## config.mk

```make
export PLATFORM = sky130hd
export DESIGN_NAME = divisor_secuencial_flat
export DESIGN_NICKNAME = d
export VERILOG_FILES = /design/src/rtl/divisor_secuencial_if.sv /design/src/rtl/divisor_secuencial.sv /design/src/flat_wrapper.sv
export SDC_FILE = /design/constraint.sdc
export NUM_CORES = 1
export LEC_CHECK = 0
export CELL_PAD_IN_SITES_DETAIL_PLACEMENT = 1
export CELL_PAD_IN_SITES_GLOBAL_PLACEMENT = 2
export CORE_ASPECT_RATIO = 1.25
export CORE_MARGIN = 1.5
export CORE_UTILIZATION = 34
export CTS_BUF_LIST = sky130_fd_sc_hd__clkbuf_8
export CTS_CLUSTER_DIAMETER = 100
export CTS_CLUSTER_SIZE = 8
export DETAILED_ROUTE_END_ITERATION = 16
export GPL_TIMING_DRIVEN = 0
export PLACE_DENSITY = 0.79
export SETUP_SLACK_MARGIN = 0.02
export SLEW_MARGIN = 15
export SYNTH_ARGS = -nofsm -noshare
export SYNTH_HDL_FRONTEND = slang
export SYNTH_SLANG_ARGS = --single-unit
export TNS_END_PERCENT = 1
```

## constraint.sdc

```tcl
create_clock -name clock -period 3.7 [get_ports clock]
set_clock_uncertainty 0.05 [all_clocks]
set_input_delay 0.37 -clock clock [delete_from_list [all_inputs] [get_ports clock]]
set_output_delay 0.37 -clock clock [all_outputs]
set_load 0.03 [all_outputs]
```

## src/rtl/divisor_secuencial_if.sv

```systemverilog
// rtl/divisor_secuencial_if.sv - operand/result bundle for the sequential divider
//   master: drives dividendo/validoA, divisor/validoB; observes ocupado,
//           cociente, residuo, divisionLista, divCero
//   slave : the divider side of the same signals
interface divisor_secuencial_if #(
  parameter int ANCHO = 16
);
  logic [ANCHO-1:0] dividendo;
  logic             validoA;
  logic [ANCHO-1:0] divisor;
  logic             validoB;
  logic             ocupado;
  logic [ANCHO-1:0] cociente;
  logic [ANCHO-1:0] residuo;
  logic             divisionLista;
  logic             divCero;

  modport master (
    output dividendo, validoA, divisor, validoB,
    input  ocupado, cociente, residuo, divisionLista, divCero
  );

  modport slave (
    input  dividendo, validoA, divisor, validoB,
    output ocupado, cociente, residuo, divisionLista, divCero
  );
endinterface

```

## src/rtl/divisor_secuencial.sv

```systemverilog
// rtl/divisor_secuencial.sv - restoring unsigned divider, one quotient bit per clock
//   clock   : rising-edge system clock
//   reset_n : synchronous active-low reset
//   bus     : slave side of divisor_secuencial_if
//             in : dividendo/validoA, divisor/validoB (independent level strobes)
//             out: ocupado (iterating), cociente/residuo (registered result),
//                  divisionLista (result held), divCero (divisor was zero)
module divisor_secuencial #(
  parameter int ANCHO = 16
) (
  input  logic                 clock,
  input  logic                 reset_n,
  divisor_secuencial_if.slave  bus
);

  localparam int CW = $clog2(ANCHO + 1);
  localparam logic [CW-1:0] CNT_INI = CW'(ANCHO);
  localparam logic [CW-1:0] CNT_UNO = CW'(1);

  typedef enum logic [1:0] {
    ESPERA  = 2'd0,
    CALCULO = 2'd1,
    LISTO   = 2'd2
  } estado_t;

  estado_t          estado_q,   estado_d;
  logic [ANCHO-1:0] a_q,        a_d;
  logic [ANCHO-1:0] b_q,        b_d;
  logic             have_a_q,   have_a_d;
  logic             have_b_q,   have_b_d;
  logic [ANCHO-1:0] r_q,        r_d;
  logic [ANCHO-1:0] q_q,        q_d;
  logic [CW-1:0]    cnt_q,      cnt_d;
  logic [ANCHO-1:0] cociente_q, cociente_d;
  logic [ANCHO-1:0] residuo_q,  residuo_d;
  logic             lista_q,    lista_d;
  logic             cero_q,     cero_d;

  // Trial remainder: previous partial remainder with the next dividend bit
  // shifted in. One extra bit so the compare sees the full shifted value.
  logic [ANCHO:0]   trial;
  logic             resta;

  always_comb begin
    trial = {r_q, q_q[ANCHO-1]};
    resta = (trial >= {1'b0, b_q});
  end

  always_comb begin
    estado_d   = estado_q;
    a_d        = a_q;
    b_d        = b_q;
    have_a_d   = have_a_q;
    have_b_d   = have_b_q;
    r_d        = r_q;
    q_d        = q_q;
    cnt_d      = cnt_q;
    cociente_d = cociente_q;
    residuo_d  = residuo_q;
    lista_d    = lista_q;
    cero_d     = cero_q;

    case (estado_q)
      ESPERA, LISTO: begin
        if (bus.validoA) begin
          a_d      = bus.dividendo;
          have_a_d = 1'b1;
        end
        if (bus.validoB) begin
          b_d      = bus.divisor;
          have_b_d = 1'b1;
        end
        // Any capture while a result is held retires that result.
        if ((estado_q == LISTO) && (bus.validoA || bus.validoB)) begin
          lista_d  = 1'b0;
          cero_d   = 1'b0;
          estado_d = ESPERA;
        end
        if (have_a_d && have_b_d) begin
          estado_d = CALCULO;
          have_a_d = 1'b0;
          have_b_d = 1'b0;
          cnt_d    = CNT_INI;
          r_d      = '0;
          q_d      = a_d;
        end
      end

      CALCULO: begin
        if (b_q == '0) begin
          // Divide by zero completes on the first CALCULO edge.
          cociente_d = '1;
          residuo_d  = a_q;
          cero_d     = 1'b1;
          lista_d    = 1'b1;
          estado_d   = LISTO;
        end else begin
          // When resta is set the difference is below b_q, so the low
          // ANCHO bits of the subtraction are exact.
          r_d   = resta ? (trial[ANCHO-1:0] - b_q) : trial[ANCHO-1:0];
          q_d   = {q_q[ANCHO-2:0], resta};
          cnt_d = cnt_q - CNT_UNO;
          if (cnt_q == CNT_UNO) begin
            cociente_d = q_d;
            residuo_d  = r_d;
            lista_d    = 1'b1;
            estado_d   = LISTO;
          end
        end
      end

      default: begin
        estado_d = ESPERA;
      end
    endcase
  end

  always_ff @(posedge clock) begin
    if (!reset_n) begin
      estado_q   <= ESPERA;
      a_q        <= '0;
      b_q        <= '0;
      have_a_q   <= 1'b0;
      have_b_q   <= 1'b0;
      r_q        <= '0;
      q_q        <= '0;
      cnt_q      <= '0;
      cociente_q <= '0;
      residuo_q  <= '0;
      lista_q    <= 1'b0;
      cero_q     <= 1'b0;
    end else begin
      estado_q   <= estado_d;
      a_q        <= a_d;
      b_q        <= b_d;
      have_a_q   <= have_a_d;
      have_b_q   <= have_b_d;
      r_q        <= r_d;
      q_q        <= q_d;
      cnt_q      <= cnt_d;
      cociente_q <= cociente_d;
      residuo_q  <= residuo_d;
      lista_q    <= lista_d;
      cero_q     <= cero_d;
    end
  end

  assign bus.ocupado       = (estado_q == CALCULO);
  assign bus.cociente      = cociente_q;
  assign bus.residuo       = residuo_q;
  assign bus.divisionLista = lista_q;
  assign bus.divCero       = cero_q;

endmodule

```

## src/flat_wrapper.sv

```systemverilog
// flat-port wrapper written by rule: the top's interface ports become plain ports
module divisor_secuencial_flat 
#(
  parameter int ANCHO = 16
)
  (clock, reset_n, bus_dividendo, bus_validoA, bus_divisor, bus_validoB, bus_ocupado, bus_cociente, bus_residuo, bus_divisionLista, bus_divCero);
  divisor_secuencial_if #(.ANCHO(ANCHO)) bus_i ();
  input  logic clock;
  input  logic reset_n;
  input wire logic [$bits(bus_i.dividendo)-1:0] bus_dividendo;
  input wire logic [$bits(bus_i.validoA)-1:0] bus_validoA;
  input wire logic [$bits(bus_i.divisor)-1:0] bus_divisor;
  input wire logic [$bits(bus_i.validoB)-1:0] bus_validoB;
  output wire logic [$bits(bus_i.ocupado)-1:0] bus_ocupado;
  output wire logic [$bits(bus_i.cociente)-1:0] bus_cociente;
  output wire logic [$bits(bus_i.residuo)-1:0] bus_residuo;
  output wire logic [$bits(bus_i.divisionLista)-1:0] bus_divisionLista;
  output wire logic [$bits(bus_i.divCero)-1:0] bus_divCero;
  assign bus_i.dividendo = bus_dividendo;
  assign bus_i.validoA = bus_validoA;
  assign bus_i.divisor = bus_divisor;
  assign bus_i.validoB = bus_validoB;
  assign bus_ocupado = bus_i.ocupado;
  assign bus_cociente = bus_i.cociente;
  assign bus_residuo = bus_i.residuo;
  assign bus_divisionLista = bus_i.divisionLista;
  assign bus_divCero = bus_i.divCero;
  divisor_secuencial #(.ANCHO(ANCHO)) u_core (.clock(clock), .reset_n(reset_n), .bus(bus_i));
endmodule
```

Yosys cells after proc, flatten, opt, wreduce, memory -nomap -nowiden
Cells that the tools add are included.
Storage, ports and cells
  register bits: 107
  input port bits: 36
  output and inout bits: 35
  word-level logic and storage cells: 70
Cells by class
  add/subtract/negate cells: 2
  magnitude comparators: 1
  equality and inequality tests: 9
  muxes and demuxes: 32
  reduce and logical (&&, ||, !) cells: 14
Operators with widths (number)
  $mux 16: 10
  $pmux 16 s2: 2
  $ge 17x16->1: 1
  $logic_not 16->1: 1
  $sub 16x16->16: 1
  $mux 1: 10
  $mux 5: 2
  $pmux 5 s2: 1
  $reduce_and 3->1: 3
  $mux 2: 4
  $ne 2x1->1 const B: 3
  $ne 3x1->1 const B: 2
  $reduce_and 2->1: 3
  $eq 5x1->1 const B: 1
  $sub 5x1->5 const B: 1
  $pmux 1 s2: 2
  $pmux 2 s2: 1
  $reduce_bool 2->1: 2
  $eq 2x1->1 const B: 1
  $eq 2x2->1 const B: 1
  $logic_and 1x1->1: 2
  $logic_not 2->1: 1
  $ne 2x2->1 const B: 1
  $reduce_or 2->1: 1
  $logic_or 1x1->1: 1

Longest topological paths before layout
  depth in word-level cells: 6
  depth in mapped cells: 12
  gate-level depth less buffers: 11

Least setup slack after synthesis
OpenSTA, ideal clock, no wires.
  path kind: register -> register
  from: register u_core.b_q[1]
  to: register u_core.residuo_q[0] (netlist: u_core.bus.residuo[0])
  setup time: 0.095 ns
  data arrival time: 2.378 ns
  required time: 3.555 ns
  setup slack: 1.176 ns
  stages on the path, launching flop included: 10
  buffers on the path: 0
  clock period less this slack: 2.524 ns
  path through: dfxtp_1 inv_1 ha_1 nor2b_2 o2111ai_1 a211oi_2 nor2_2 o31ai_4 mux2_2 a221oi_1
Between the ends
  word-level cells in the longest chain between the ends: 4
  elaborated cells between the ends (all ways): 7
  those cells by class: order compare: 1; mux: 3; reduce/logical: 3
Ends and longest elaborated chain
  start, declared: line divisor_secuencial.sv:28  | logic [ANCHO-1:0] b_q, b_d;
  start signal, assigned: line divisor_secuencial.sv:122  | b_q <= '0;
  start signal, assigned: line divisor_secuencial.sv:135  | b_q <= b_d;
  $ge 17x16->1: line divisor_secuencial.sv:46  | resta = (trial >= {1'b0, b_q});
  $mux 16: line divisor_secuencial.sv:100  | r_d = resta ? (trial[ANCHO-1:0] - b_q) : trial[ANCHO-1:0];
  $mux 16: line divisor_secuencial.sv:103  | if (cnt_q == CNT_UNO) begin
  $mux 16: line divisor_secuencial.sv:90  | if (b_q == '0) begin
  end signal, assigned: line divisor_secuencial.sv:142  | residuo_q <= residuo_d;
  end, declared: line divisor_secuencial.sv:35  | logic [ANCHO-1:0] residuo_q, residuo_d;
Parallel ways exist; a longest one is shown, timed or not. The select of a mux whose other input is x is not followed.
A chain may end at the register's enable or synchronous reset.

Worst setup path after layout
  from: register u_core.b_q[1]
  to: register u_core.residuo_q[12] (netlist: u_core.bus.residuo[12])
Between the ends
  word-level cells in the longest chain between the ends: 4
  elaborated cells between the ends (all ways): 8
  those cells by class: add/sub: 1; order compare: 1; mux: 3; reduce/logical: 3
Ends and longest elaborated chain (line)
  $sub 16x16->16 / $ge 17x16->1 (equally long branches): divisor_secuencial.sv:100, divisor_secuencial.sv:46
  $mux 16: divisor_secuencial.sv:100
  $mux 16: divisor_secuencial.sv:103
  $mux 16: divisor_secuencial.sv:90
Parallel ways exist; a longest one is shown, timed or not. The select of a mux whose other input is x is not followed.

==> impl_metrics.json <==
{
  "run_status": "finished clean",
  "power.net_switching_w": 0.00130,
  "multi_input_area_um2": 2980,
  "drt_iter0_markers": 144,
  "synth_seq_cells": 107,
  "cts-hold-fix-buffers": 0,
  "clock-sinks": 107,
  "async_reset_ff_share_pct": 0,
  "path_class": "flop to flop",
  "first_global_vias": 5236,
  "syn_area_um2": 5430,
  "rsz0062_at_grt": "false",
  "clkSlewWorstSetupHoldPaths_ns": 0.10,
  "coreArea_um2": 15600,
  "dieHeight_um": 144,
  "drc": 0,
  "ys_top_cells_by_count": "164 x nand2_1, 107 x dfxtp_1, 52 x a21oi_1, 37 x nor2_1, 33 x clkbuf_1",
  "insertion_delay_ns": 0.39,
  "synth-xor-area-share_pct": 2.10,
  "hp-class": "flop to flop",
  "power.leakage_nw": 2.58,
  "drv_cap": 0,
  "yosys.area.top_type": "dfxtp_1",
  "post-route-util_pct": 42.6,
  "grt_usage_pct": 22.7,
  "grt_pass1_wl_mm": 28.6,
  "synth_mux_area_share_pct": 5.79,
  "rows": 51,
  "register_area_um2": 2140,
  "setup_violations": 0,
  "p_clk_share_pct": 24.9,
  "crit_start": "u_core.b_q[1]",
  "numCtsBuffers": 9,
  "holdCritStartpoint": "u_core.bus.divCero",
  "pwr-share-seq_pct": 37.8,
  "worst_slew_pin_slew_ns": 0.743,
  "vias_per_cell": 5.21,
  "yosysMostFrequentCell": "nand2_1",
  "insertedDiodeCount": 0,
  "vias": 5118,
  "worstRegToRegCells": 10,
  "grt_overflow": 0,
  "io_buffers": 70,
  "synth_ff_type": "dfxtp_1",
  "pin_count": 71,
  "clockRootBuffer": "clkbuf_8",
  "cts.repair.resized": 0,
  "drt-pass1-iter-count": 4,
  "synth_edf_count": 0,
  "synth_compound_area_share_pct": 21.8,
  "cp.required_ns": 3.91,
  "pwr-share-comb_pct": 37.3,
  "endpoint_kind": "flop",
  "post-route-period-util_pct": 85.7,
  "timing.rr.start": "u_core.b_q[1]",
  "synth-simple-area-share_pct": 20.7,
  "critPathLaunchType": "flop",
  "drive_gt1_share_pct": 4.81,
  "die_w_um": 116,
  "peakVddDrop_v": 0.000174,
  "grt_max_degree": 17,
  "min_to": "u_core.bus.divCero",
  "synth_top_family_by_area": "compound AO/OA/AOI/OAI gates",
  "synth.area.top_cells": "dfxtp_1 39%, nand2_1 11%, mux2i_1 5.2%, a21oi_1 4.8%, ha_1 4.1%",
  "syn_area_per_cell_um2": 7.91,
  "drv_slew": 0,
  "hpwl_mm": 14.8,
  "nFillCells": 1969,
  "p_int_w": 0.00224,
  "crit_fanout": 10,
  "critical_path_arrival_ns": 3.38,
  "powerDensity_nw_per_um2": 534,
  "nNetsFinal": 822,
  "setup_tns_ns": 0,
  "r2r_setup_slack_ns": 0.53,
  "netlist.area_leader.share_pct": 39.5,
  "fmax_mhz": 315,
  "gp_congestion": 0.904,
  "power.share.switching_pct": 36.8,
  "ys_seq_area_share_pct": 39.5,
  "report.final.hold_viol_count": 0,
  "syn-num-nets": 741,
  "cts_buffer_depth": 2,
  "min_path_cells": 2,
  "fin_hold_ws_ns": 0.430,
  "wl_per_cell_um": 18.7,
  "relSlewSlack_pct": 50.5,
  "fin_crit_ns": 3.17,
  "yosys_warnings": 0,
  "area_growth_pct": 22.2,
  "dieArea_um2": 16700,
  "ant_nets": 0,
  "ys_types": 58,
  "antenna_found_initial": 0,
  "syn_inst": 686,
  "initial_core_util_pct": 34.9,
  "synth-adder-area-share_pct": 4.52,
  "routed_wl_mm": 18.4,
  "post_cts_buffers": 0,
  "h-tree-depth": 3,
  "r2r-end": "u_core.bus.residuo[12]",
  "cts_tree": "yes"
}
## cells by family (layout without fill, tap and decap cells)
group                      Yosys count  after routing
AOI/OAI and AO/OA                  179            179
buffers and inverters               76            160
and+or+nand+nor                    261            261
muxes                               31             31
DFF                                107            107
xor gates and xnor gates            13             13
adders and majority gates           19             19
## cells in the final DEF, fill, tap and decap left out, drive strengths merged, types with 7 or more instances in the layout
cell type and n:
nor4 9, a21boi 16, nand2 164, xnor2 7
o211ai 21, mux2i 28, a211oi 7, nand4 7
inv 31, buf 12, o21ai 26, ha 18
a31oi 20, clkbuf 44, nand3 14, o31ai 7
clkdlybuf4s50 70, nor2 38, a21oi 52, dfxtp 107
## power groups by stage
stage	combinational (W)	clock [W]	sequential [W]
CTS	0.00132	0.000900	0.00134
global placement	0.00129	0	0.00136
detailed placement	0.00132	0	0.00136
global route	0.00143	0.000943	0.00135
finish	0.00132	0.000883	0.00134
floorplan	0.000913	0	0.00136
## metrics by stage
| step | total power (W) | instances | setup WS, ns | cell area, um^2 |
|---|---|---|---|---|
| 2_1_floorplan | 0.00227 | 686 | 1.18 | 5430 |
| 3_3_place_gp | 0.00265 | 968 | 0.620 | 6390 |
| 3_5_place_dp | 0.00268 | 968 | 0.528 | 6390 |
| 4_1_cts | 0.00356 | 982 | 0.516 | 6630 |
| 5_1_grt | 0.00373 | 982 | 0.378 | 6630 |
| 6_report | 0.00354 | 982 | 0.529 | 6630 |
## sequential cells by signal, indices dropped and copies added (netlist names)
name and flops:
u_core.have_a_q 1, u_core.have_b_q 1, u_core.r_q 16, u_core.q_q 16
u_core.cnt_q 5, u_core.bus.divCero 1, u_core.b_q 16, u_core.bus.divisionLista 1
u_core.bus.cociente 16, u_core.a_q 16, u_core.estado_q 2, u_core.bus.residuo 16
## layer usage
layer	vias to the layer above	share of wire, %	global-route usage [%]
li1	2555	-	-
met5	-	0	0
met3	24	2.4	3.02
met4	0	2.4	8.92
met2	78	56	44.7
met1	2461	39	23.8
## how the worst max path moves through the flow
stage                                   endpoint  slack (ns)  cells past startpoint
after global placement     u_core.bus.residuo[8]        0.62                     10
after detailed placement  u_core.bus.residuo[12]        0.53                     10
after CTS                 u_core.bus.residuo[12]        0.52                     10
final                     u_core.bus.residuo[12]        0.53                     10
after floorplan            u_core.bus.residuo[0]        1.18                      9
after global routing      u_core.bus.residuo[12]        0.38                     10
## critical path, stage by stage (launching register included)
cell and delay (ns):
dfxtp_1 0.37, inv_1 0.10, ha_1 0.30, nor2b_2 0.15
o2111ai_1 0.18, a211oi_2 0.55, nor2_2 0.13, o31ai_4 0.48
buf_8 0.23, mux2i_1 0.35, o21ai_0 0.15
## area by class of cell
| class | count | area share (%) |
|---|---|---|
| Sequential cell | 107 | 32.3 |
| Clock buffer | 10 | 2.08 |
| Inverter | 30 | 1.70 |
| Multi-Input combinational cell | 503 | 44.9 |
| Clock inverter | 4 | 1.49 |
| Tap cell | 212 | 4.00 |
| Buffer | 46 | 2.93 |
| Timing Repair Buffer | 70 | 10.6 |
(Power assumes the default switching activity.)
